### src/rtl/dtc_pkg.sv
// Shared types and helpers for the multi-channel digital-to-time converter.
package dtc_pkg;
   typedef enum logic [1:0] {ST_IDLE, ST_RUN, ST_GUARD} state_t;

   localparam logic MODE_EDGE  = 1'b0;
   localparam logic MODE_WIDTH = 1'b1;

   function automatic int code_max(input int n_bit);
      return (1 << n_bit) - 1;
   endfunction

   function automatic int frame_cycles(input int n_bit, input int t_unit, input int guard);
      return (1 << n_bit) * t_unit + guard + 1;
   endfunction
endpackage

### src/rtl/dtc_channel.sv
// One DTC lane: holds its code and registers the tick comparison onto its output.
module dtc_channel
   import dtc_pkg::*;
#(
   parameter int N_BIT = 4
) (
   input  logic             clk,
   input  logic             rst,
   input  logic             load,
   input  logic             upd,
   input  logic             clr,
   input  logic             mode,
   input  logic [N_BIT-1:0] code_in,
   input  logic [N_BIT-1:0] tick_nx,
   output logic             out
);
   logic [N_BIT-1:0] code_q, code_sel;
   logic             hit;

   // On the load edge the fresh code drives tick 0 so out is valid from A+1.
   always_comb begin
      code_sel = load ? code_in : code_q;
      hit      = (mode == MODE_EDGE) ? (tick_nx >= code_sel) : (tick_nx < code_sel);
   end

   always_ff @(posedge clk or posedge rst) begin
      if (rst) begin
         code_q <= '0;
         out    <= 1'b0;
      end else begin
         if (load) code_q <= code_in;
         if (clr)      out <= 1'b0;
         else if (upd) out <= hit;
      end
   end
endmodule

### src/rtl/dtc_multi_ch.sv
// Multi-channel DTC: frame FSM, prescaler, tick counter and handshake around N_CH lanes.
module dtc_multi_ch
   import dtc_pkg::*;
#(
   parameter int N_BIT  = 4,
   parameter int N_CH   = 4,
   parameter int T_UNIT = 1,
   parameter int GUARD  = 1
) (
   input  logic                  clk,
   input  logic                  rst,
   input  logic                  in_valid,
   output logic                  in_ready,
   input  logic [N_CH*N_BIT-1:0] in_data,
   input  logic                  in_mode,
   output logic [N_CH-1:0]       out,
   output logic                  busy,
   output logic                  frame_done
);
   localparam int PW = $clog2(T_UNIT) + 1;
   localparam int GW = $clog2(GUARD + 1) + 1;
   localparam logic [N_BIT-1:0] TMAX  = N_BIT'(code_max(N_BIT));
   localparam logic [PW-1:0]    PLAST = PW'(T_UNIT - 1);
   localparam logic [GW-1:0]    GLAST = GW'((GUARD == 0) ? 0 : GUARD - 1);

   state_t           state;
   logic [N_BIT-1:0] tick, tick_nx;
   logic [PW-1:0]    pre, pre_nx;
   logic [GW-1:0]    gcnt;
   logic             mode_q, mode_sel;
   logic             accept, wrap, last_run, run_end_nx, upd;

   assign in_ready = !rst && (state == ST_IDLE);
   assign busy     = (state != ST_IDLE);
   assign accept   = in_valid && in_ready;

   always_comb begin
      wrap       = (state == ST_RUN) && (pre == PLAST);
      last_run   = wrap && (tick == TMAX);
      tick_nx    = wrap ? tick + N_BIT'(1) : tick;
      pre_nx     = wrap ? '0 : pre + PW'(1);
      // true when the coming cycle is the final RUN cycle
      run_end_nx = (state == ST_RUN) && !last_run && (tick_nx == TMAX) && (pre_nx == PLAST);
      upd        = accept || (wrap && !last_run);
      mode_sel   = accept ? in_mode : mode_q;
   end

   always_ff @(posedge clk or posedge rst) begin
      if (rst) begin
         state      <= ST_IDLE;
         tick       <= '0;
         pre        <= '0;
         gcnt       <= '0;
         mode_q     <= MODE_EDGE;
         frame_done <= 1'b0;
      end else begin
         frame_done <= 1'b0;
         case (state)
            ST_IDLE: if (accept) begin
               mode_q <= in_mode;
               tick   <= '0;
               pre    <= '0;
               state  <= ST_RUN;
            end
            ST_RUN: begin
               pre  <= pre_nx;
               tick <= tick_nx;
               if (last_run) begin
                  gcnt       <= '0;
                  state      <= (GUARD == 0) ? ST_IDLE : ST_GUARD;
                  frame_done <= (GUARD == 1);
               end else begin
                  frame_done <= (GUARD == 0) && run_end_nx;
               end
            end
            ST_GUARD: begin
               gcnt       <= gcnt + GW'(1);
               frame_done <= (gcnt + GW'(1) == GLAST);
               if (gcnt == GLAST) state <= ST_IDLE;
            end
            default: state <= ST_IDLE;
         endcase
      end
   end

   for (genvar i = 0; i < N_CH; i++) begin : g_ch
      dtc_channel #(.N_BIT(N_BIT)) u_ch (
         .clk     (clk),
         .rst     (rst),
         .load    (accept),
         .upd     (upd),
         .clr     (last_run),
         .mode    (mode_sel),
         .code_in (in_data[i*N_BIT +: N_BIT]),
         .tick_nx (tick_nx),
         .out     (out[i])
      );
   end
endmodule

### config.mk
export PLATFORM = sky130hd
export DESIGN_NAME = dtc_multi_ch
export DESIGN_NICKNAME = d
export VERILOG_FILES = /design/src/rtl/dtc_pkg.sv /design/src/rtl/dtc_channel.sv /design/src/rtl/dtc_multi_ch.sv
export SDC_FILE = /design/constraint.sdc
export NUM_CORES = 1
export LEC_CHECK = 0
export ABC_AREA = 1
export BUFFER_PORTS_ARGS = -buffer_cell sky130_fd_sc_hd__buf_2
export CELL_PAD_IN_SITES_DETAIL_PLACEMENT = 0
export CELL_PAD_IN_SITES_GLOBAL_PLACEMENT = 1
export CORE_UTILIZATION = 46
export DETAILED_ROUTE_END_ITERATION = 6
export PLACE_DENSITY_LB_ADDON = 0.1
export SYNTH_ARGS = -nofsm -noshare
export SYNTH_HDL_FRONTEND = slang
export SYNTH_SLANG_ARGS = --single-unit
### constraint.sdc
create_clock -name clk -period 7.1 [get_ports clk]
set_clock_uncertainty 0.2 [all_clocks]
set_input_delay 0.355 -clock clk [delete_from_list [all_inputs] [get_ports clk]]
set_output_delay 0.355 -clock clk [all_outputs]
set_load 0.02 [all_outputs]
After elaboration in Yosys (flattened, before gate mapping)

Index checks and enable logic that the tools add are counted.

Order comparisons: 8
Reductions and logical operators: 18
Multiplexer cells: 31
$add $sub $neg: 3
Equality and inequality tests: 6
Bitwise logic cells: 1

Operators with widths:

| cell                                                                     | number |
|---|---|
| 4-bit 2-to-1 mux                                                         | 6 |
| 4-bit >= comparator                                                      | 4 |
| 4-bit less-than comparator                                               | 4 |
| 1-bit 2-to-1 mux                                                         | 16 |
| 2-bit 2-to-1 mux                                                         | 4 |
| 4-bit one-hot mux with 2 select lines                                    | 1 |
| 2-bit nonzero test                                                       | 4 |
| 2-bit logical NOT                                                        | 3 |
| 2-bit one-hot mux with 3 select lines                                    | 1 |
| 1-bit logical AND                                                        | 5 |
| 4-bit by 1-bit adder with 4-bit output (second input constant)           | 1 |
| 4-bit == test (second input constant)                                    | 1 |
| 2-bit inequality test (second input constant)                            | 2 |
| 1-bit one-hot mux with 2 select lines                                    | 2 |
| 2-bit one-hot mux with 2 select lines                                    | 1 |
| 2-bit AND reduction                                                      | 2 |
| 3-bit AND reduction                                                      | 1 |
| 2-bit by 1-bit adder with 2-bit output (second input constant)           | 1 |
| 2-bit by 1-bit == test with 1-bit output (second input constant)         | 1 |
| 2-bit == test (second input constant)                                    | 1 |
| 1-bit logical NOT                                                        | 2 |
| 2-bit by 1-bit inequality test with 1-bit output (second input constant) | 1 |
| 1-bit adder (second input constant)                                      | 1 |
| 1-bit logical OR                                                         | 1 |
| 1-bit NOT                                                                | 1 |

Output and inout bits: 7
Input bits: 20
Logic and storage cells: 81
Register bits: 31

Depth between registers and ports, before layout

Gate-level depths: netlist (run 1).

Word-level depth: 8
Mapped depth: 15
Gate-level depth less buffers: 15

By module

Synthesis (run 1) repeated with hierarchy kept, for this count alone.

Cell total of the unflattened synthesis: 263
Area, all modules: 1,998.2 um^2

By module, submodules not included:

| module       | instances | seq. area each (um^2) | cells each | area each (um^2) |
|---|---|---|---|---|
| dtc_channel  | 4         | 125.1                 | 43         | 321.6 |
| dtc_multi_ch | 1         | 275.3                 | 91         | 711.9 |

Worst setup path after synthesis (run 1)

No wires, ideal clock.

Path type: in2reg
Start: in rst
End: reg g_ch[0].u_ch.out
Setup time: 121 ps
Data arrival time: 2,074 ps
Setup slack: 4,705 ps
Stages: 11
Data required time: 6,779 ps
Buffers on the path: 1
Path through: inv_2 -> nand3_2 -> buf_6 -> mux2_4 -> ha_1 -> nand2_1 -> inv_1 -> nand2_1 -> nand3_1 -> nor2_1 -> o21ai_1

Word-level cells in the longest chain between the ends: 8

RTL lines:

| what                                                                     | RTL line           | text |
|---|---|---|
| from (decl)                                                              | dtc_multi_ch.sv:11 | `input logic rst,` |
| 1-bit logical NOT (no source line) (*)                                   | -                  |  |
| 1-bit logical AND (*)                                                    | dtc_multi_ch.sv:33 | `assign in_ready = !rst && (state == ST_IDLE);` |
| 1-bit logical AND (*)                                                    | dtc_multi_ch.sv:35 | `assign accept = in_valid && in_ready;` |
| 4-bit 2-to-1 mux (*)                                                     | -                  |  |
| named net g_ch[0].u_ch.code_sel[0]                                       | dtc_channel.sv:17  | `logic [N_BIT-1:0] code_q, code_sel;` |
| 4-bit >= comparator / 4-bit less-than comparator (equally long branches) | dtc_channel.sv:23  | `hit = (mode == MODE_EDGE) ? (tick_nx >= code_sel) : (tick_nx < code_sel);` |
| 1-bit 2-to-1 mux (*)                                                     | dtc_channel.sv:23  |  |
| 1-bit 2-to-1 mux (*)                                                     | dtc_channel.sv:33  | `else if (upd) out <= hit;` |
| 1-bit 2-to-1 mux (*)                                                     | dtc_channel.sv:32  | `if (clr) out <= 1'b0;` |
| to (signal assigned)                                                     | dtc_channel.sv:33  |  |
| to (decl)                                                                | dtc_channel.sv:15  | `output logic out` |

The timed path passes the listed nets; every way through them passes the cells marked *. The select of a mux whose other input is x is not followed.
A chain may end at the register's enable or synchronous reset.

Worst setup path after layout (run 1)

Start: in rst
End: reg g_ch[1].u_ch.out

Word-level cells in the longest chain between the ends: 8

RTL lines:

| what                                                                     | RTL line |
|---|---|
| 1-bit logical NOT (no source line) (*)                                   | - |
| 1-bit logical AND (*)                                                    | dtc_multi_ch.sv:33 |
| 1-bit logical AND (*)                                                    | dtc_multi_ch.sv:35 |
| 4-bit 2-to-1 mux (*)                                                     | - |
| named net g_ch[1].u_ch.code_sel[0]                                       | dtc_channel.sv:17 |
| 4-bit >= comparator / 4-bit less-than comparator (equally long branches) | dtc_channel.sv:23 |
| 1-bit 2-to-1 mux (*)                                                     | dtc_channel.sv:23 |
| 1-bit 2-to-1 mux (*)                                                     | dtc_channel.sv:33 |
| 1-bit 2-to-1 mux (*)                                                     | dtc_channel.sv:32 |
| to (signal assigned)                                                     | dtc_channel.sv:33 |
| to (decl)                                                                | dtc_channel.sv:15 |

Marks and branches as above.

==> impl_results.md, run 1 <==
- Outcome: finished, violations left
- Failing checks: negative hold slack
- Worst slack, placed: 3620 ps
- Tcrit/Tclk final: 0.427
- Most common cell in the netlist: nand2_1
- Yosys cell types: 20
- FF+latch area: 776 µm²
- R2r worst-path depth: 11
- Hold Vio Cnt, Final: 27
- Crit path capture type: flip-flop
- Final wirelength: 3690 µm
- Pwr Total: 0.929 mW
- CTS resizes: 0
- Yosys top cell by area: dfrtp_1
- Root Driver: clkbuf_8
- Critical Path RT: 7080 ps
- Slowest cell delay on critical path: 780 ps
- P_sw: 0.415 mW
- Peak VDD IR: 0.000170 V
- P_int: 0.514 mW
- Post-synth EDFFs: 0
- Slew Limit Fails: 0
- Avg WL per Cell: 11.3 µm
- Top cells by area, synth: dfrtp_1 (39%), ha_1 (15%), nand2_1 (12%), inv_1 (8.8%), o21ai_2 (4.8%)
- Area of the multi-input gates: 955 µm²
- Most frequent CP cell: nand2_1
- RSZ-0062 raised after global routing: no
- H-tree Lvls: 2
- F_max: 0.330 GHz
- CP Depth: 11
- Area Growth Syn to Fin: 10.6%
- Total die area: 4640 µm²
- Row count: 23
- Crit path max fanout: 34
- Arr. time, crit path: 3010 ps
- Vias per cell: 4.55
- Total gr overflow: 0
- Post-CTS Setup Bufs: 0
- Mapped Nets: 294
- Fin Hold WS: -10.2 ps
- Startpoint types: input pin
- ANT cells: 0
- Syn Area/Cell: 8.05 µm²
- Switch share: 0.447
- Final TNS setup: 0 ps
- Worst slew pin tran: 783 ps
- First-pass GRT wire length: 6100 µm
- Num CTS Buffers: 5
- Most frequent cells after synthesis: nand2_1 (63), inv_1 (47), dfrtp_1 (31)
- Port Buffers: 26
- 1st-pass router iterations: 6
- Post-Syn Instances: 250
- GRT Max-Usage Layer: met2
- Largest net degree at the start of global routing: 35
- Final setup violation count: 0
- Hold_buf cts: 0
- Worst setup margin: 4070 ps
- Min Tclk post-route: 3030 ps
- Met3 usage: 0.0450
- Synth async-reset ratio: 1.00
- Final instance area: 2230 µm²
- Worst hold path class: in -> async
- CP Buf/Inv Count: 3
- Initial Util: 0.492
- Synth Register Bits: 31
- Comb power frac: 0.550
- CP cell instances: buf_2 -> inv_2 -> nand3_2 -> mux2_4 -> ha_1 -> nand2_1 -> inv_1 -> nand2_1 -> nand3_1 -> nor2_1 -> o21ai_1
- Sink Count: 31
- Drt initial violations: 66
- M1 GR Usage: 0.241
- Proportion of layout cells with a drive suffix above 1: 0.227
- Met2 Resource Use GR: 0.288
- Post-route ant nets: 0
- Clock Pin Slew Worst Setup and Hold Paths: 70 ps
- Maximum clock insertion buffer count: 2
- HPWL Detailed: 2770 µm
- Worst-Skew Late Latency: 290 ps
- Sequential area share after synthesis: 0.386
- Synthesized area: 2010 µm²
- IO Count: 27
- Main flop type after synthesis: dfrtp_1
- DP Area: 2140 µm²
- P_leak: 1.32 nW
- Register share of total power: 0.303
- Yosys Warn Count: 0
- Max-cap viol count: 0
- Final GP Congestion: 0.752
- Die Y: 68.1 µm
- Nets: 320
- Fin util: 0.545
- Antenna violations before repair: 0
- Headroom to the max-slew limit: 0.478
- Vias in the first global route: 1308
- PD cells: 417 nW/µm²
- Slowest cell on crit path: nand3_2
- TritonCTS clock tree: built
- Core Box Area: 4090 µm²
- # DRC: 0
- Critical path class: in -> reg
- Synth top area share: 0.386
- Fillers: 399
- Via count: 1489
- Die width: 68.1 µm
- Global-route usage over all layers: 0.184
- CP top delay family: simple AND/OR/NAND/NOR gates
- Clock Power Share: 0.147
## per-layer routing
metal,vias to the layer above,wire [µm]
li1,811,-
met1,648,1860
met2,24,1660
met3,6,112
met4,0,65
met5,-,0
## power groups by stage
stage	Combinational, mW	Sequential [mW]	Clock, mW
final	0.511	0.281	0.137
after global routing	0.610	0.291	0.148
after CTS	0.521	0.282	0.140
after detailed placement	0.520	0.284	0
after global placement	0.518	0.283	0
after floorplan	0.429	0.278	0
## registers in the layout, summed over array words and instances (netlist names)
name              flops
g_ch.u_ch.code_q     16
gcnt                  2
g_ch.u_ch.out         4
mode_q                1
frame_done            1
pre                   1
state                 2
tick                  4
## cells by family (layout without fill, tap and decap cells)
logic type,Yosys count,in the layout,share of synthesized area
compound gates,34,34,0.108
fa+ha+maj,24,24,0.149
flops,31,31,0.386
xor+xnor,2,2,0.00871
mux,4,4,0.0299
buf+inv,66,93,0.140
simple gates,89,89,0.179
## worst paths after layout
check | slack, ps | start | endpoint
max reg2reg | 4130 | state[1] | g_ch[1].u_ch.out
min | -10 | rst | g_ch[3].u_ch.code_q[0]
min reg2reg | 290 | g_ch[3].u_ch.out | g_ch[3].u_ch.out
min in group clk | 90 | in_data[6] | g_ch[1].u_ch.code_q[2]
max in group asynchronous | 6250 | rst | mode_q
max | 4070 | rst | g_ch[1].u_ch.out
## stage by stage
stage | hold slack [ps] | instances
3_3_place_gp | 273 | 319
5_1_grt | 57.3 | 327
3_5_place_dp | 277 | 319
6_report | -10.2 | 327
4_1_cts | 22.4 | 327
2_1_floorplan | 97.1 | 250
## layout by cell type, fill, tap and decap left out, types with 7 or more instances in the layout
| master | count |
|---|---|
| nand2_1 | 63 |
| inv_1 | 47 |
| dfrtp_1 | 31 |
| buf_2 | 26 |
| ha_1 | 24 |
| nor2_1 | 13 |
| inv_2 | 12 |
| o21ai_2 | 11 |
| nand3_1 | 8 |
| a21oi_1 | 7 |
| o21ai_0 | 7 |
## area by class of cell
class,count,area share
clock buffers,7,0.0343
inverters,59,0.0995
flip-flops and latches,31,0.349
clock inverters,1,0.00225
well taps,50,0.0281
repair buffers,26,0.0585
multi-input cells,153,0.429
No activity file was read; power rests on OpenSTA's default activity.
==> run 2: changes to the inputs <==
- CORE_UTILIZATION: 46 -> 42
- clock period: 7.1 -> 2.8 ns (I/O delays scaled with it)
==> run 2 against run 1 <==
  * Design area rose by 9.9%
  * Count of clock-buffer cells in the layout is 1 lower
  * Non-clock buffer count is 20 higher
  * Final cell count increased by 6.4%
  * Critical endpoint is now g_ch[2].u_ch.out
  * Sequential share of layout area decreased by 3.2 points
  * Sequential power rose to 2.5 times the previous value
  * Critical path depth up 1
  * The flow finishes with violations (design-rule violations)
==> impl_results.md, run 2 (synthesis results as in run 1) <==
- Crit path capture type: flip-flop
- Sink Count: 31
- Die width: 71.2 µm
- Initial Util: 0.450
- Hold Vio Cnt, Final: 0
- Arr. time, crit path: 2480 ps
- Die Y: 71.2 µm
- R2r worst-path depth: 12
- Via count: 1571
- Largest net degree at the start of global routing: 34
- Vias per cell: 4.51
- Num CTS Buffers: 5
- Maximum clock insertion buffer count: 2
- Min Tclk post-route: 2510 ps
- # DRC: 3
- Top Registers: g_ch.u_ch.code_q x16, g_ch.u_ch.out x4, tick x4
- Core Box Area: 4470 µm²
- Avg WL per Cell: 11.2 µm
- Nets: 340
- Area Growth Syn to Fin: 21.6%
- WHS Endpoint: mode_q
- Port Buffers: 26
- Worst hold path class: in -> reg
- Crit path max fanout: 5
- Startpoint types: flip-flop
- PD cells: 990 nW/µm²
- Min-delay src: in_mode
- Slew Limit Fails: 0
- TritonCTS clock tree: built
- Failing checks: design-rule violations
- Clock Pin Slew Worst Setup and Hold Paths: 60 ps
- Most frequent CP cell: nand2_1
- Total die area: 5070 µm²
- Vias in the first global route: 1495
- CP cell instances: inv_1 -> ha_1 -> nand2_1 -> nor2_1 -> xor2_2 -> ha_1 -> nand2_1 -> inv_1 -> nand2_1 -> nand3_1 -> nor2_1 -> o21ai_1
- HPWL Detailed: 2840 µm
- Critical path class: reg -> reg
- Pwr Total: 2.42 mW
- R2r setup slk: 290 ps
- Worst slew pin tran: 473 ps
- Most frequent cells in the layout: nand2_1 (63), inv_1 (47), dfrtp_1 (31)
- Critical Path RT: 2770 ps
- Final TNS setup: 0 ps
- 1st-pass router iterations: 6
- Total gr overflow: 0
- Post-route ant nets: 0
- Slowest cell delay on critical path: 380 ps
- Post-CTS Setup Bufs: 0
- FF-to-FF End: g_ch[2].u_ch.out
- ANT cells: 0
- H-tree Lvls: 2
- Headroom to the max-slew limit: 0.684
- Drt initial violations: 42
- Proportion of layout cells with a drive suffix above 1: 0.230
- Max-cap viol count: 0
- Antenna violations before repair: 0
- P_leak: 1.42 nW
- Slowest cell on crit path: dfrtp_1
- Tcrit/Tclk final: 0.895
- Hold Crit Depth: 3
- Max reg flops: 16
- RSZ-0062 raised after global routing: no
- First-pass GRT wire length: 6680 µm
- Root Driver: clkbuf_8
- Row count: 24
- Final GP Congestion: 0.806
- IO Count: 27
- Biggest register: g_ch.u_ch.code_q
- Outcome: finished, violations left
- Peak VDD IR: 0.000490 V
- Final wirelength: 3890 µm
- Final setup violation count: 0
- F_max: 0.399 GHz
- Commonest non-fill, non-tap cell in the layout: nand2_1
- Global-route usage over all layers: 0.172
- RR Startpoint: state[1]
- Worst-Skew Late Latency: 280 ps
[run 2: cell types whose count changed in the layout (fill, tap and decap cells not counted), sizes merged]
cell / change
clkbuf: -1
dlygate4sd3: +17
buf: +3
[run 2: metal layers]
layer | share of wire | vias to the layer above | GRT usage
met5 | 0 | - | 0
met4 | 0.014 | 0 | 0.0600
met3 | 0.030 | 5 | 0.0422
met2 | 0.47 | 24 | 0.290
met1 | 0.49 | 693 | 0.216
li1 | - | 849 | -
[run 2: area by class of cell]
class / instances / area (µm²)
Fill cell: 441 / 2030
Multi-Input combinational cell: 153 / 962
Sequential cell: 31 / 776
Timing Repair Buffer: 46 / 335
Inverter: 59 / 221
Clock buffer: 6 / 82.6
Tap cell: 52 / 65.1
Clock inverter: 1 / 5.00
[run 2: worst max-delay path by stage]
stage | start | end | slack (ps) | cells past startpoint
final | state[1] | g_ch[2].u_ch.out | 290 | 12
after global routing | state[1] | g_ch[2].u_ch.out | 40 | 12
after detailed placement | state[1] | g_ch[2].u_ch.out | 160 | 12
after floorplan | state[0] | g_ch[0].u_ch.out | 500 | 12
after CTS | state[1] | g_ch[2].u_ch.out | 140 | 12
after global placement | state[1] | g_ch[3].u_ch.out | 140 | 12
[run 2: power breakdown]
group | switching, mW | total [mW] | internal, mW
Combinational | 0.826 | 1.36 | 0.530
Clock | 0.165 | 0.357 | 0.193
Sequential | 0.0733 | 0.710 | 0.637
Total | 1.06 | 2.42 | 1.36
[run 2: per-stage QoR]
| step | instance area (µm²) | hold WS [ps] | worst slack [ps] | std cells | util |
|---|---|---|---|---|---|
| 2_1_floorplan | 2010 | -118 | 504 | 250 | - |
| 3_3_place_gp | 2180 | 88.7 | 143 | 324 | 0.488 |
| 3_5_place_dp | 2180 | 92.1 | 156 | 324 | 0.488 |
| 4_1_cts | 2440 | 137 | 144 | 348 | 0.545 |
| 5_1_grt | 2450 | 176 | 37.4 | 348 | 0.547 |
| 6_report | 2450 | 152 | 293 | 348 | 0.547 |
[run 2: worst max-delay path: cells and delay by family (launching register included)]
family / cells / cell delay (ps)
flops: 1 / 380
buf+inv: 2 / 170
fa+ha+maj: 2 / 550
simple gates: 6 / 700
compound gates: 1 / 70
xor+xnor: 1 / 310
[run 2: what timing repair did]
| action | 4_1_cts | 5_1_grt |
|---|---|---|
| resized for setup | 0 | 1 |
| hold buffers | 17 | 0 |
| setup endpoints to repair | 0 | 4 |
| hold endpoints to repair | 47 | 0 |
==> run 3: changes to the inputs <==
- BUFFER_PORTS_ARGS: -buffer_cell sky130_fd_sc_hd__buf_2 -> -buffer_cell sky130_fd_sc_hd__buf_4
==> run 3 against run 2 <==
  * The run still ends with design-rule violations left
  * Design area increased by 4.3%
  * Register-to-register slack about the same
  * Sequential power increased by 0.7%
  * Hold slack improved by 11 ps
  * Maximum frequency decreased by 0.58%
  * Setup slack got worse by 15 ps
  * Clock power increased by 10%
  * Routed wire length increased by 1.1%
  * Count of clock-buffer cells in the layout increased by 2
  * Die area unchanged
  * Largest power group unchanged
  * Highest routed layer unchanged
==> impl_results.md, run 3 (synthesis results as in run 1) <==
- Outcome: finished, violations left
- Failing checks: design-rule violations
- Initial Util: 0.450
- Via count: 1596
- Final wirelength: 3940 µm
- Commonest non-fill, non-tap cell in the layout: nand2_1
- Area Growth Syn to Fin: 26.9%
- Maximum clock insertion buffer count: 2
- RSZ-0062 raised after global routing: no
- Headroom to the max-slew limit: 0.722
- Critical path class: reg -> reg
- Critical Path RT: 2760 ps
- First-pass GRT wire length: 6840 µm
- Vias in the first global route: 1613
- ANT cells: 0
- Arr. time, crit path: 2490 ps
- DP Area: 2270 µm²
- Final TNS setup: 0 ps
- Port Buffers: 26
- Num CTS Buffers: 5
- Die width: 71.2 µm
- Top Registers: g_ch.u_ch.code_q x16, g_ch.u_ch.out x4, tick x4
- Area of the multi-input gates: 970 µm²
- Final setup violation count: 0
- Final GP Congestion: 0.773
- 1st-pass router iterations: 6
- Largest net degree at the start of global routing: 34
- WHS Endpoint: g_ch[3].u_ch.code_q[1]
- Startpoint types: flip-flop
- Worst-Skew Late Latency: 280 ps
- TritonCTS clock tree: built
- Clock Pin Slew Worst Setup and Hold Paths: 70 ps
- F_max: 0.396 GHz
- Global-route usage over all layers: 0.177
- Total die area: 5070 µm²
- Core Box Area: 4470 µm²
- Final Non-Filler Cells: 350
- Max-cap viol count: 0
- Min Tclk post-route: 2520 ps
- IO Count: 27
- Worst setup margin: 278 ps
- Max reg flops: 16
- Slew Limit Fails: 0
- RR Startpoint: state[1]
- Row count: 24
- Nets: 341
- Worst slew pin tran: 416 ps
- Most frequent cells in the layout: nand2_1 (63), inv_1 (47), dfrtp_1 (31)
- CP cell instances: inv_1 -> ha_1 -> nand2_1 -> nor2_1 -> xor2_2 -> ha_1 -> a21oi_1 -> nand2_1 -> nor2_1 -> o21ai_1
- Peak VDD IR: 0.000449 V
- R2r worst-path depth: 10
- Hold Vio Cnt, Final: 0
- Worst hold path class: in -> reg
- Crit path max fanout: 5
- Final instance area: 2550 µm²
- Drt initial violations: 50
- Avg WL per Cell: 11.2 µm
- Sink Count: 31
- FF-to-FF End: g_ch[3].u_ch.out
- FF+latch area: 776 µm²
- Slowest cell on crit path: dfrtp_1
- R2r setup slk: 280 ps
- Min-delay src: in_valid
- Slowest cell delay on critical path: 390 ps
- # DRC: 3
- Tcrit/Tclk final: 0.901
- Worst slack, placed: 166 ps
- Fillers: 434
- Hold Crit Depth: 4
- Crit path capture type: flip-flop
- Vias per cell: 4.56
- PD cells: 987 nW/µm²
- H-tree Lvls: 2
- P_leak: 1.45 nW
- Post-CTS Setup Bufs: 0
- Total gr overflow: 0
- Proportion of layout cells with a drive suffix above 1: 0.232
- Antenna violations before repair: 0
- Post-route ant nets: 0
- HPWL Detailed: 3000 µm
- Die Y: 71.2 µm
- Root Driver: clkbuf_8
- Biggest register: g_ch.u_ch.code_q
- DP Cell Count: 325
run 3: cell type report:
class                           instances  area share
Sequential cell                        31       0.304
Tap cell                               52      0.0255
Inverter                               59      0.0868
Multi-Input combinational cell        153       0.380
Clock buffer                            8      0.0392
Timing Repair Buffer                   47       0.165
run 3: per-layer routing:
layer | GRT usage | vias up | share of wire
met5 | 0 | - | 0
met4 | 0.0689 | 0 | 0.016
met3 | 0.0464 | 6 | 0.030
met2 | 0.295 | 24 | 0.48
met1 | 0.219 | 714 | 0.48
li1 | - | 852 | -
run 3: timing repair:
item / CTS / global route
hold endpoints to repair: 47 / 0
resized for setup: 0 / 2
setup endpoints to repair: 0 / 4
hold buffers: 17 / 0
run 3: report_power, final:
group | total (mW) | internal [mW] | switching, mW | leakage, nW
Combinational | 1.41 | 0.572 | 0.839 | 1.03
Sequential | 0.715 | 0.637 | 0.0775 | 0.371
Clock | 0.393 | 0.224 | 0.168 | 0.0515
run 3: metrics by stage:
stage	util	power, mW	hold WS (ps)
finish	0.570	2.52	163
global route	0.570	2.81	164
CTS	0.567	2.56	166
detailed placement	0.507	2.13	95.3
global placement	0.507	2.11	97.5
floorplan	-	1.79	-118
run 3: worst max-delay path: cells and delay by family, from the launching register on:
family | cells | cell delay, ps
AND/OR/NAND/NOR | 4 | 590
adder cells (fa/ha/maj) | 2 | 540
flip-flops | 1 | 390
XOR/XNOR | 1 | 300
AO/OA/AOI/OAI | 2 | 230
buffers and inverters | 1 | 150
run 3: worst max path at each step:
stage | startpoint | endpoint | slack [ps] | cells past startpoint
global route | state[1] | g_ch[2].u_ch.out | 30 | 12
finish | state[1] | g_ch[3].u_ch.out | 280 | 10
global placement | state[1] | g_ch[3].u_ch.out | 170 | 12
detailed placement | state[1] | g_ch[3].u_ch.out | 170 | 10
CTS | state[1] | g_ch[3].u_ch.out | 160 | 10
floorplan | state[0] | g_ch[0].u_ch.out | 500 | 12
